File: config.mk
export PLATFORM = sky130hd
export DESIGN_NAME = sd_sector_responder
export DESIGN_NICKNAME = d
export VERILOG_FILES = /design/src/rtl/sd_sector_responder.sv
export SDC_FILE = /design/constraint.sdc
export NUM_CORES = 1
export LEC_CHECK = 0
export ABC_AREA = 1
export CAP_MARGIN = 20
export CORE_MARGIN = 10
export CORE_UTILIZATION = 48
export DETAILED_ROUTE_END_ITERATION = 10
export PLACE_DENSITY = 0.93
export SLEW_MARGIN = 20
export SYNTH_ARGS = -nofsm -noshare
export SYNTH_HDL_FRONTEND = slang
export SYNTH_SLANG_ARGS = --single-unit
File: constraint.sdc
create_clock -name clk_sys -period 6.2 [get_ports clk_sys]
set_input_delay 1.24 -clock clk_sys [delete_from_list [all_inputs] [get_ports clk_sys]]
set_output_delay 1.24 -clock clk_sys [all_outputs]
set_load 0.1 [all_outputs]
File: src/rtl/sd_sector_responder.sv
// ----------------------------------------------------------------------------
// sd_sector_responder
//   Target side of the sd_lba / sd_rd / sd_wr / sd_ack sector protocol. It
//   serves one 512-byte sector (256 x 16-bit words) per request. The sector
//   data lives in a word-addressed backing store that uses a toggle req/ack
//   handshake. This lets backup-RAM save/load run entirely in-core, as a
//   RAM disk.
//
// Ports
//   clk_sys       system clock
//   reset         asynchronous, active-high reset
//   sd_lba        sector number, sampled when a request is accepted
//   sd_rd/sd_wr   level requests (read: sector -> initiator, write: reverse)
//   sd_ack        high for the whole transfer of one sector
//   sd_buff_addr  word index within the sector (initiator buffer address)
//   sd_buff_dout  read data towards the initiator buffer
//   sd_buff_din   write data from the initiator buffer (BUF_LAT cycles late)
//   sd_buff_wr    one-cycle strobe: write sd_buff_dout at sd_buff_addr
//   mem_addr      store word address {lba[LBA_W-1:0], word index}
//   mem_wdata     store write data
//   mem_rdata     store read data, valid once mem_rd_ack == mem_rd_req
//   mem_rd_req/ack, mem_wr_req/ack   toggle handshakes to the store
//   lba_err       sticky: some request addressed a sector beyond the store
// ----------------------------------------------------------------------------
module sd_sector_responder #(
    parameter int LBA_W   = 7,
    parameter int BUF_LAT = 2
) (
    input  logic               clk_sys,
    input  logic               reset,
    input  logic [31:0]        sd_lba,
    input  logic               sd_rd,
    input  logic               sd_wr,
    output logic               sd_ack,
    output logic [7:0]         sd_buff_addr,
    output logic [15:0]        sd_buff_dout,
    input  logic [15:0]        sd_buff_din,
    output logic               sd_buff_wr,
    output logic [LBA_W+7:0]   mem_addr,
    output logic [15:0]        mem_wdata,
    input  logic [15:0]        mem_rdata,
    output logic               mem_rd_req,
    input  logic               mem_rd_ack,
    output logic               mem_wr_req,
    input  logic               mem_wr_ack,
    output logic               lba_err
);

    localparam int LAT_W = (BUF_LAT > 1) ? $clog2(BUF_LAT) : 1;

    typedef enum logic [3:0] {
        IDLE, RD_REQ, RD_WAIT, RD_PUT, WR_ADDR, WR_LAT, WR_REQ, WR_WAIT, DONE
    } state_t;

    state_t             state;
    logic [LBA_W-1:0]   lba_q;
    logic               oor;       // current request is beyond the store
    logic [7:0]         idx;
    logic [LAT_W-1:0]   lat_cnt;

    always_ff @(posedge clk_sys or posedge reset) begin
        if (reset) begin
            state        <= IDLE;
            lba_q        <= '0;
            oor          <= 1'b0;
            idx          <= '0;
            lat_cnt      <= '0;
            sd_ack       <= 1'b0;
            sd_buff_addr <= '0;
            sd_buff_dout <= '0;
            sd_buff_wr   <= 1'b0;
            mem_addr     <= '0;
            mem_wdata    <= '0;
            mem_rd_req   <= 1'b0;
            mem_wr_req   <= 1'b0;
            lba_err      <= 1'b0;
        end else begin
            case (state)
                IDLE: begin
                    if (sd_rd || sd_wr) begin
                        lba_q   <= sd_lba[LBA_W-1:0];
                        oor     <= |sd_lba[31:LBA_W];
                        lba_err <= lba_err | (|sd_lba[31:LBA_W]);
                        idx     <= '0;
                        sd_ack  <= 1'b1;
                        // Read wins when both requests are raised together.
                        state   <= sd_rd ? RD_REQ : WR_ADDR;
                    end
                end

                RD_REQ: begin
                    mem_addr <= {lba_q, idx};
                    // Out-of-range sectors never reach the store; the
                    // handshake then stays balanced and RD_WAIT falls through.
                    if (!oor) mem_rd_req <= ~mem_rd_req;
                    state <= RD_WAIT;
                end

                RD_WAIT: begin
                    if (mem_rd_ack == mem_rd_req) begin
                        sd_buff_addr <= idx;
                        sd_buff_dout <= oor ? 16'h0000 : mem_rdata;
                        sd_buff_wr   <= 1'b1;
                        state        <= RD_PUT;
                    end
                end

                RD_PUT: begin
                    sd_buff_wr <= 1'b0;
                    if (idx == 8'hFF) begin
                        idx    <= '0;
                        sd_ack <= 1'b0;
                        state  <= DONE;
                    end else begin
                        idx   <= idx + 8'd1;
                        state <= RD_REQ;
                    end
                end

                WR_ADDR: begin
                    sd_buff_addr <= idx;
                    lat_cnt      <= '0;
                    state        <= WR_LAT;
                end

                // The initiator's buffer is registered; give its output time
                // to follow the new address before sampling sd_buff_din.
                WR_LAT: begin
                    if (int'(lat_cnt) + 1 >= BUF_LAT) state <= WR_REQ;
                    else                              lat_cnt <= lat_cnt + 1'b1;
                end

                WR_REQ: begin
                    mem_addr  <= {lba_q, idx};
                    mem_wdata <= sd_buff_din;
                    if (!oor) mem_wr_req <= ~mem_wr_req;
                    state <= WR_WAIT;
                end

                WR_WAIT: begin
                    if (mem_wr_ack == mem_wr_req) begin
                        if (idx == 8'hFF) begin
                            idx    <= '0;
                            sd_ack <= 1'b0;
                            state  <= DONE;
                        end else begin
                            idx   <= idx + 8'd1;
                            state <= WR_ADDR;
                        end
                    end
                end

                // One idle cycle guarantees the initiator's re-request, raised
                // on the sd_ack falling edge, is seen as a fresh request.
                DONE: begin
                    sd_buff_wr <= 1'b0;
                    state      <= IDLE;
                end

                default: state <= IDLE;
            endcase
        end
    end

endmodule

# Word-level counts from Yosys, hierarchy flattened
# Cells that the tools add are included.
# word_totals
register_bits,81
in_bits,70
out_inout_bits,60
elab_cells,79
# op_classes
add_sub_neg,3
order_cmp,1
eq_ne,16
muxes,23
n_bitwise,4
n_reduce_logical,18
# op_table
operator,count
$mux 8,4
$pmux 4 s8,1
$reduce_or 25->1,1
$mux 4,6
$pmux 8 s3,1
$eq 4x3->1 const B,4
$mux 16,1
$pmux 8 s2,1
$reduce_and 2->1,7
$ne 2x2->1 const B,5
$add 8x1->8 const B,1
$eq 4x2->1 const B,2
$eq 8x8->1 const B,1
$reduce_bool 2->1,3
$mux 1,5
$eq 4x1->1 const B,1
$eq 4x4->1 const B,1
$logic_not 4->1,1
$pmux 1 s2,2
$reduce_and 4->1,1
$reduce_or 2->1,2
$mux 3,1
$not 1->1,3
$pmux 1 s3,1
8 further kinds,9

# Depth between registers and ports, before layout
# Gate-level depths: netlist of the first run.
# logic_depth
depth_word,4
ltp_mapped,9
ltp_nobuf,9

# Least setup slack after synthesis of the first run
# No wires, ideal clock.
# synth_timing
kind,reg2out
startpoint,register mem_rd_req
endpoint,output port mem_rd_req
t_arrival_ns,0.964
t_required_ns,4.960
slack_ns,3.996
path_stages_with_launch,1
path_buffers,0
cell_sequence,dfrtp_1
# synth_lines
element,line_no,text
start: declaration,42,"output logic mem_rd_req,"
start signal: assignment,95,if (!oor) mem_rd_req <= ~mem_rd_req;
# No word-level cell between the ends.

# Worst setup path after layout of the first run
# layout_timing
startpoint,register mem_rd_req
endpoint,output port mem_rd_req
# No word-level cell between the ends.

==> results of run 1 <==
## logic make-up after synthesis
| kind of cell | after synthesis |
|---|---|
| AO/OA/AOI/OAI | 42 |
| XOR/XNOR | 6 |
| adder cells (fa/ha/maj) | 1 |
| buffers and inverters | 40 |
| flip-flops | 81 |
| AND/OR/NAND/NOR | 260 |
## state kept, by name (all words and copies together) (netlist names)
name and cells:
mem_addr 15, state 4, lba_q 7, mem_wr_req 1, mem_wdata 16, sd_buff_wr 1, oor 1, idx 8
lat_cnt 1, sd_buff_dout 16, mem_rd_req 1, lba_err 1, sd_ack 1, sd_buff_addr 8
## metrics by stage
step / setup WS [ps] / hold slack (ps)
finish: 3000 / 477
floorplan: 2880 / 442
CTS: 2990 / 476
global route: 2940 / 500
detailed placement: 3380 / 457
global placement: 3390 / 449
## layout make-up
cell class,count,area share (%)
Timing Repair Buffer,131,25.7
Inverter,26,1.96
Sequential cell,81,39.3
Multi-Input combinational cell,309,26.4
Clock inverter,5,1.53
Tap cell,99,2.40
Clock buffer,11,2.74
## layout by cell type (no fill, tap or decap)
master           synthesis  final
xnor2_1                  1      1
o21bai_1                 1      1
nand3_1                 23     23
nor2_2                   2      2
nand2_1                178    178
inv_4                    1      1
a2bb2oi_1                1      1
nor2_4                   2      2
inv_1                   22     21
clkbuf_8                 0     10
o21ai_1                  6      6
buf_16                   0      1
clkinv_2                 0      3
o21ai_4                  1      1
nand4_1                  4      4
clkbuf_1                 2      1
buf_4                    3      1
clkdlybuf4s50_1          0    129
nor2_1                  45     45
bufinv_16                0      2
nand2_2                  2      2
a21oi_1                 12     12
dfrtp_1                 81     81
xnor2_2                  1      1
o21ai_0                 19     19
clkinv_4                 0      1
xor2_1                   4      4
o21ai_2                  2      2
inv_2                    3      3
nand2_4                  2      2
ha_1                     1      1
nor3_1                   2      2
## layer usage
layer  vias to the layer above  GRT usage [%]
met4                         0           6.67
met5                         -              0
li1                       1594              -
met1                      1536           20.6
met2                       140           30.8
met3                        13           6.16
## path summary, 6_finish.rpt
check,startpoint,to,slack (ps),cells after the start
max,mem_rd_req,mem_rd_req,3000,1
min,lba_q[2],mem_addr[10],480,2
max reg2reg,state[0],mem_addr[3],3460,7
min reg2reg,lba_q[2],mem_addr[10],480,2
max in group asynchronous,reset,lba_q[5],4330,4
min in group asynchronous,reset,sd_buff_dout[3],1270,3
==> out/qor.csv, run 1 <==
stage;metric;value;unit
timing;max_slew_margin;28.1;%
clock_tree;h-tree-depth;3;
synthesis;synthTopCellsByCount;178 x nand2_1, 81 x dfrtp_1, 45 x nor2_1;
synthesis;synthFlopType;dfrtp_1;
clock_tree;postCtsHoldBufs;0;
synthesis;synth-seq-cells;81;
synthesis;synth_top_area_share;56.4;%
floorplanning;die_h;107;um
clock_tree;cts-resized-gates;0;
clock_tree;root_buffer;clkbuf_8;
status;status;complete, no violations;
drt;wl_per_cell;15.4;um
flow_run;max_cap_viol_count;0;
critical_path;slowest_delay;1180;ps
timing;finalSetupTns;0;ps
drt;wl_met3;872;um
grt;grt_pass1_wl;16.7;mm
grt;first_global_vias;3399;
synthesis;synth.avg_cell_area;8.36;um2
finish;syn_to_final_growth;43.6;%
place;io_buffers;129;
floorplanning;core_region_area;7250;um2
synthesis;yosys.area_share.xor_xnor;1.67;%
drt;drt-initial-drc-count;179;
synthesis;synthAdderAreaFrac;0.348;%
clock_tree;clock_path_buffers;2;
clock_tree;cts_tree;built;
drt;drc;0;
synthesis;netlist_area;3600;um2
grt;overflow;0;
critical_path;cp_cell_sequence;clkdlybuf4s50_1;
drt;wl_met2;5.04;mm
critical_path;crit_type;flip-flop to primary output;
finish;multi_input_area;1370;um2
critical_path;startpoint_type;flip-flop;
timing;period_share;51.7;%
synthesis;synth_mux_area_share;0;%
floorplanning;floorplan.initialDensity;49.6;%
finish;fin_area;5160;um2
timing;min_period;3200;ps
synthesis;synthSimpleGateAreaFrac;29.4;%
critical_path;critPathRequiredTime;4960;ps
synthesis;async_flop_share;100;%
synthesis;synth_nets;501;
critical_path;crit_family;buffers and inverters;
timing;fmax;0.312;GHz
synthesis;yosys.area.top_type;dfrtp_1;
drt;vias_per_cell;4.96;
critical_path;path_buf_inv;1;
drt;vias;3283;
synthesis;synthTopCellsByArea;dfrtp_1 56%, nand2_1 19%, nor2_1 4.7%, nand3_1 3.2%, o21ai_0 2.6%;
finish;fillers;545;
timing;setup_viol;0;
finish;stdcell_count;662;
timing;fin_worst_skew;8.88;ps
drt;wl_met1;4.13;mm
clock_tree;cts_setup_buffers;0;
timing;worst_pin_slew;1080;ps
finish;final_layout_size_suffix_gt1_share;6.04;%
place;dp_hpwl;7.51;mm
clock_tree;clkLatencyLatePin;350;ps
critical_path;critPathCaptureType;primary output;
synthesis;synth_compound_gate_area_share;6.54;%
critical_path;cpMaxStageDelayCell;clkdlybuf4s50_1;
clock_tree;cts_buffers;9;
drt;ant_nets;0;
clock_tree;clock_sinks;81;
floorplanning;rows;31;
synthesis;synth_edf_count;0;
synthesis;synth_top_family_by_area;simple AND/OR/NAND/NOR gates;
synthesis;yosys_warnings;0;
critical_path;crit_arrival;1960;ps
finish;regArea;2030;um2
drt;top_layer;met4;
timing;slew_viol_final;0;
finish;post-route-util;71.2;%
floorplanning;die_w;107;um
synthesis;yosysMostFrequentCell;nand2_1;
drt;wl;10.2;mm
synthesis;synth.distinct_cells;30;
critical_path;path_max_fanout;3;
timing;grt_setup_unrepaired;no;
place;dp.cells;645;
floorplanning;ios;130;
grt;grt_antenna_before_repair;0;
place;routabilityCongestion;0.899;
grt;grt_max_degree;82;
synthesis;ys_seq_area_share;56.4;%
floorplanning;dieArea;11400;um2
synthesis;syn_inst;430;
place;dpl-instance-area;4920;um2
drt;drt_first_pass_iters;4;
timing;hold_viol_final;0;
finish;nNetsFinal;629;
grt;grt_util_all_layers;18.1;%
min_path;min_path_type;flip-flop to flip-flop;
finish;antenna_cells;0;
clock_tree;path_clk_slew;80;ps
Power of run 1 is not shown: default switching activity piles up to over one toggle a cycle in this logic, so the estimate is an artifact.
==> run 2, diff against run 1 <==
Settings changed: CORE_UTILIZATION 48 to 40, PLACE_DENSITY 0.93 to 0.84.
Clock period 6.2 ns to 2.7 ns, I/O delays scaled along.
==> run 2 against run 1 <==
Effect of this change: register-to-register slack lost 2700 ps; die area grew 16%; via count shrank 3.4%; count of clock-buffer cells in the layout shrank 1; highest routed layer unchanged.
==> out/qor.csv, run 2 (same netlist as run 1, synthesis figures left out) <==
stage;metric;value;unit;change
status;status;complete, no violations;;
drt;drc;0;;unchanged
finish;reg_top3;mem_wdata x16, sd_buff_dout x16, mem_addr x15;;
clock_tree;postCtsHoldBufs;0;;unchanged
finish;syn_to_final_growth;38.6;%;
timing;finalSetupTns;0;ps;unchanged
floorplanning;rows;34;;+9.7%
floorplanning;ios;130;;unchanged
grt;global_route.usage.met3;5.63;%;-0.53 points
critical_path;crit_type;flip-flop to flip-flop;;
grt;grt_max_degree;57;;-30%
finish;antenna_cells;0;;unchanged
timing;period_share;71.8;%;
finish;final_cell_mix;178 x nand2_1, 81 x dfrtp_1, 69 x clkdlybuf4s50_1;;
floorplanning;die_h;115;um;+7.8%
timing;max_slew_margin;55.9;%;+28 points
clock_tree;cts_setup_buffers;0;;unchanged
drt;vias;3170;;-3.4%
critical_path;startpoint_type;flip-flop;;
finish;fillers;784;;+44%
clock_tree;cts_buffers;9;;unchanged
grt;grt_use_met2;23.6;%;-7.2 points
floorplanning;die_w;115;um;+7.8%
grt;top_usage_layer;met2;;
timing;fmax;0.516;GHz;
floorplanning;dieArea;13200;um2;+16%
timing;fin_worst_skew;11.0;ps;+2.16 ps
grt;grt_antenna_before_repair;0;;unchanged
clock_tree;cts_tree;built;;
drt;drt_first_pass_iters;4;;unchanged
clock_tree;root_buffer;clkbuf_8;;
clock_tree;clkLatencyLatePin;350;ps;about the same
min_path;min_path_type;flip-flop to flip-flop;;
clock_tree;path_clk_slew;90;ps;about the same
drt;wl_per_cell;14.3;um;-6.7%
drt;wl;9.63;mm;-5.5%
timing;grt_setup_unrepaired;no;;
timing;min_period;1940;ps;
flow_run;max_cap_viol_count;0;;unchanged
critical_path;path_max_fanout;20;;+17
critical_path;crit_arrival;2210;ps;+250 ps
clock_tree;clock_path_buffers;2;;unchanged
timing;hold_viol_final;0;;unchanged
finish;final_layout_size_suffix_gt1_share;16.9;%;+11 points
floorplanning;floorplan.initialDensity;41.2;%;-8.3 points
finish;nNetsFinal;629;;unchanged
place;io_buffers;129;;unchanged
clock_tree;cts-resized-gates;0;;unchanged
floorplanning;core_region_area;8720;um2;+20%
timing;setup_viol;0;;unchanged
grt;grt_pass1_wl;15.9;mm;-4.7%
drt;ant_nets;0;;unchanged
clock_tree;clock_sinks;81;;unchanged
grt;overflow;0;;unchanged
critical_path;critPathCaptureType;flip-flop;;
critical_path;critPathRequiredTime;2970;ps;-1990 ps
drt;drt-initial-drc-count;188;;+5.0%
grt;grt_util_all_layers;14.7;%;-3.3 points
finish;final_common_cell;nand2_1;;
timing;worst_pin_slew;659;ps;-417 ps
grt;grt_use_met1;17.6;%;-3.1 points
grt;first_global_vias;3258;;-4.1%
drt;vias_per_cell;4.72;;-4.7%
timing;slew_viol_final;0;;unchanged
place;routabilityCongestion;0.835;;-7.1%
place;dp_hpwl;7.52;mm;about the same
clock_tree;h-tree-depth;3;;unchanged
[run 2: metal layers]
metal | vias to the layer above | routed length [um]
met4 | 0 | 105
met3 | 7 | 850
met5 | - | 0
met2 | 100 | 4550
li1 | 1599 | -
met1 | 1464 | 4120
[run 2: worst paths after layout]
kind / start / end / slack [ps] / cells after the start
setup / recovery: state[0] / mem_addr[3] / 760 / 6
hold / removal: lba_q[3] / mem_addr[11] / 470 / 2
setup reg to reg: state[0] / mem_addr[3] / 760 / 6
hold reg to reg: lba_q[3] / mem_addr[11] / 470 / 2
max in group asynchronous: reset / lba_q[4] / 1540 / 3
min in group asynchronous: reset / mem_wdata[7] / 520 / 2
[run 2: through the flow]
step | cell area [um2] | worst slack (ps) | utilization, % | hold slack [ps] | cells
6_report | 4980 | 762 | 57.2 | 474 | 671
5_1_grt | 4980 | 457 | 57.2 | 501 | 671
4_1_cts | 4980 | 774 | 57.2 | 478 | 671
3_5_place_dp | 4800 | 630 | 55.0 | 452 | 655
3_3_place_gp | 4800 | 692 | 55.0 | 453 | 655
2_1_floorplan | 3600 | 79.9 | - | 442 | 430
[run 2: critical path: stages, from the launching register on]
cell,delay (ps)
dfrtp_1,430
inv_1,70
nor2_1,180
nand2_1,330
nand2_1,620
nor2_1,100
a21oi_1,130
[run 2: layout make-up]
cell class | instances | area, um2 | area share (%)
clock buffers | 10 | 138 | 2.76
clock inverters | 6 | 50.0 | 1.00
inverters | 26 | 101 | 2.03
multi-input cells | 309 | 1370 | 27.4
flip-flops and latches | 81 | 2030 | 40.7
well taps | 108 | 135 | 2.71
repair buffers | 131 | 1170 | 23.4
Power of run 2 is left out for the same reason.
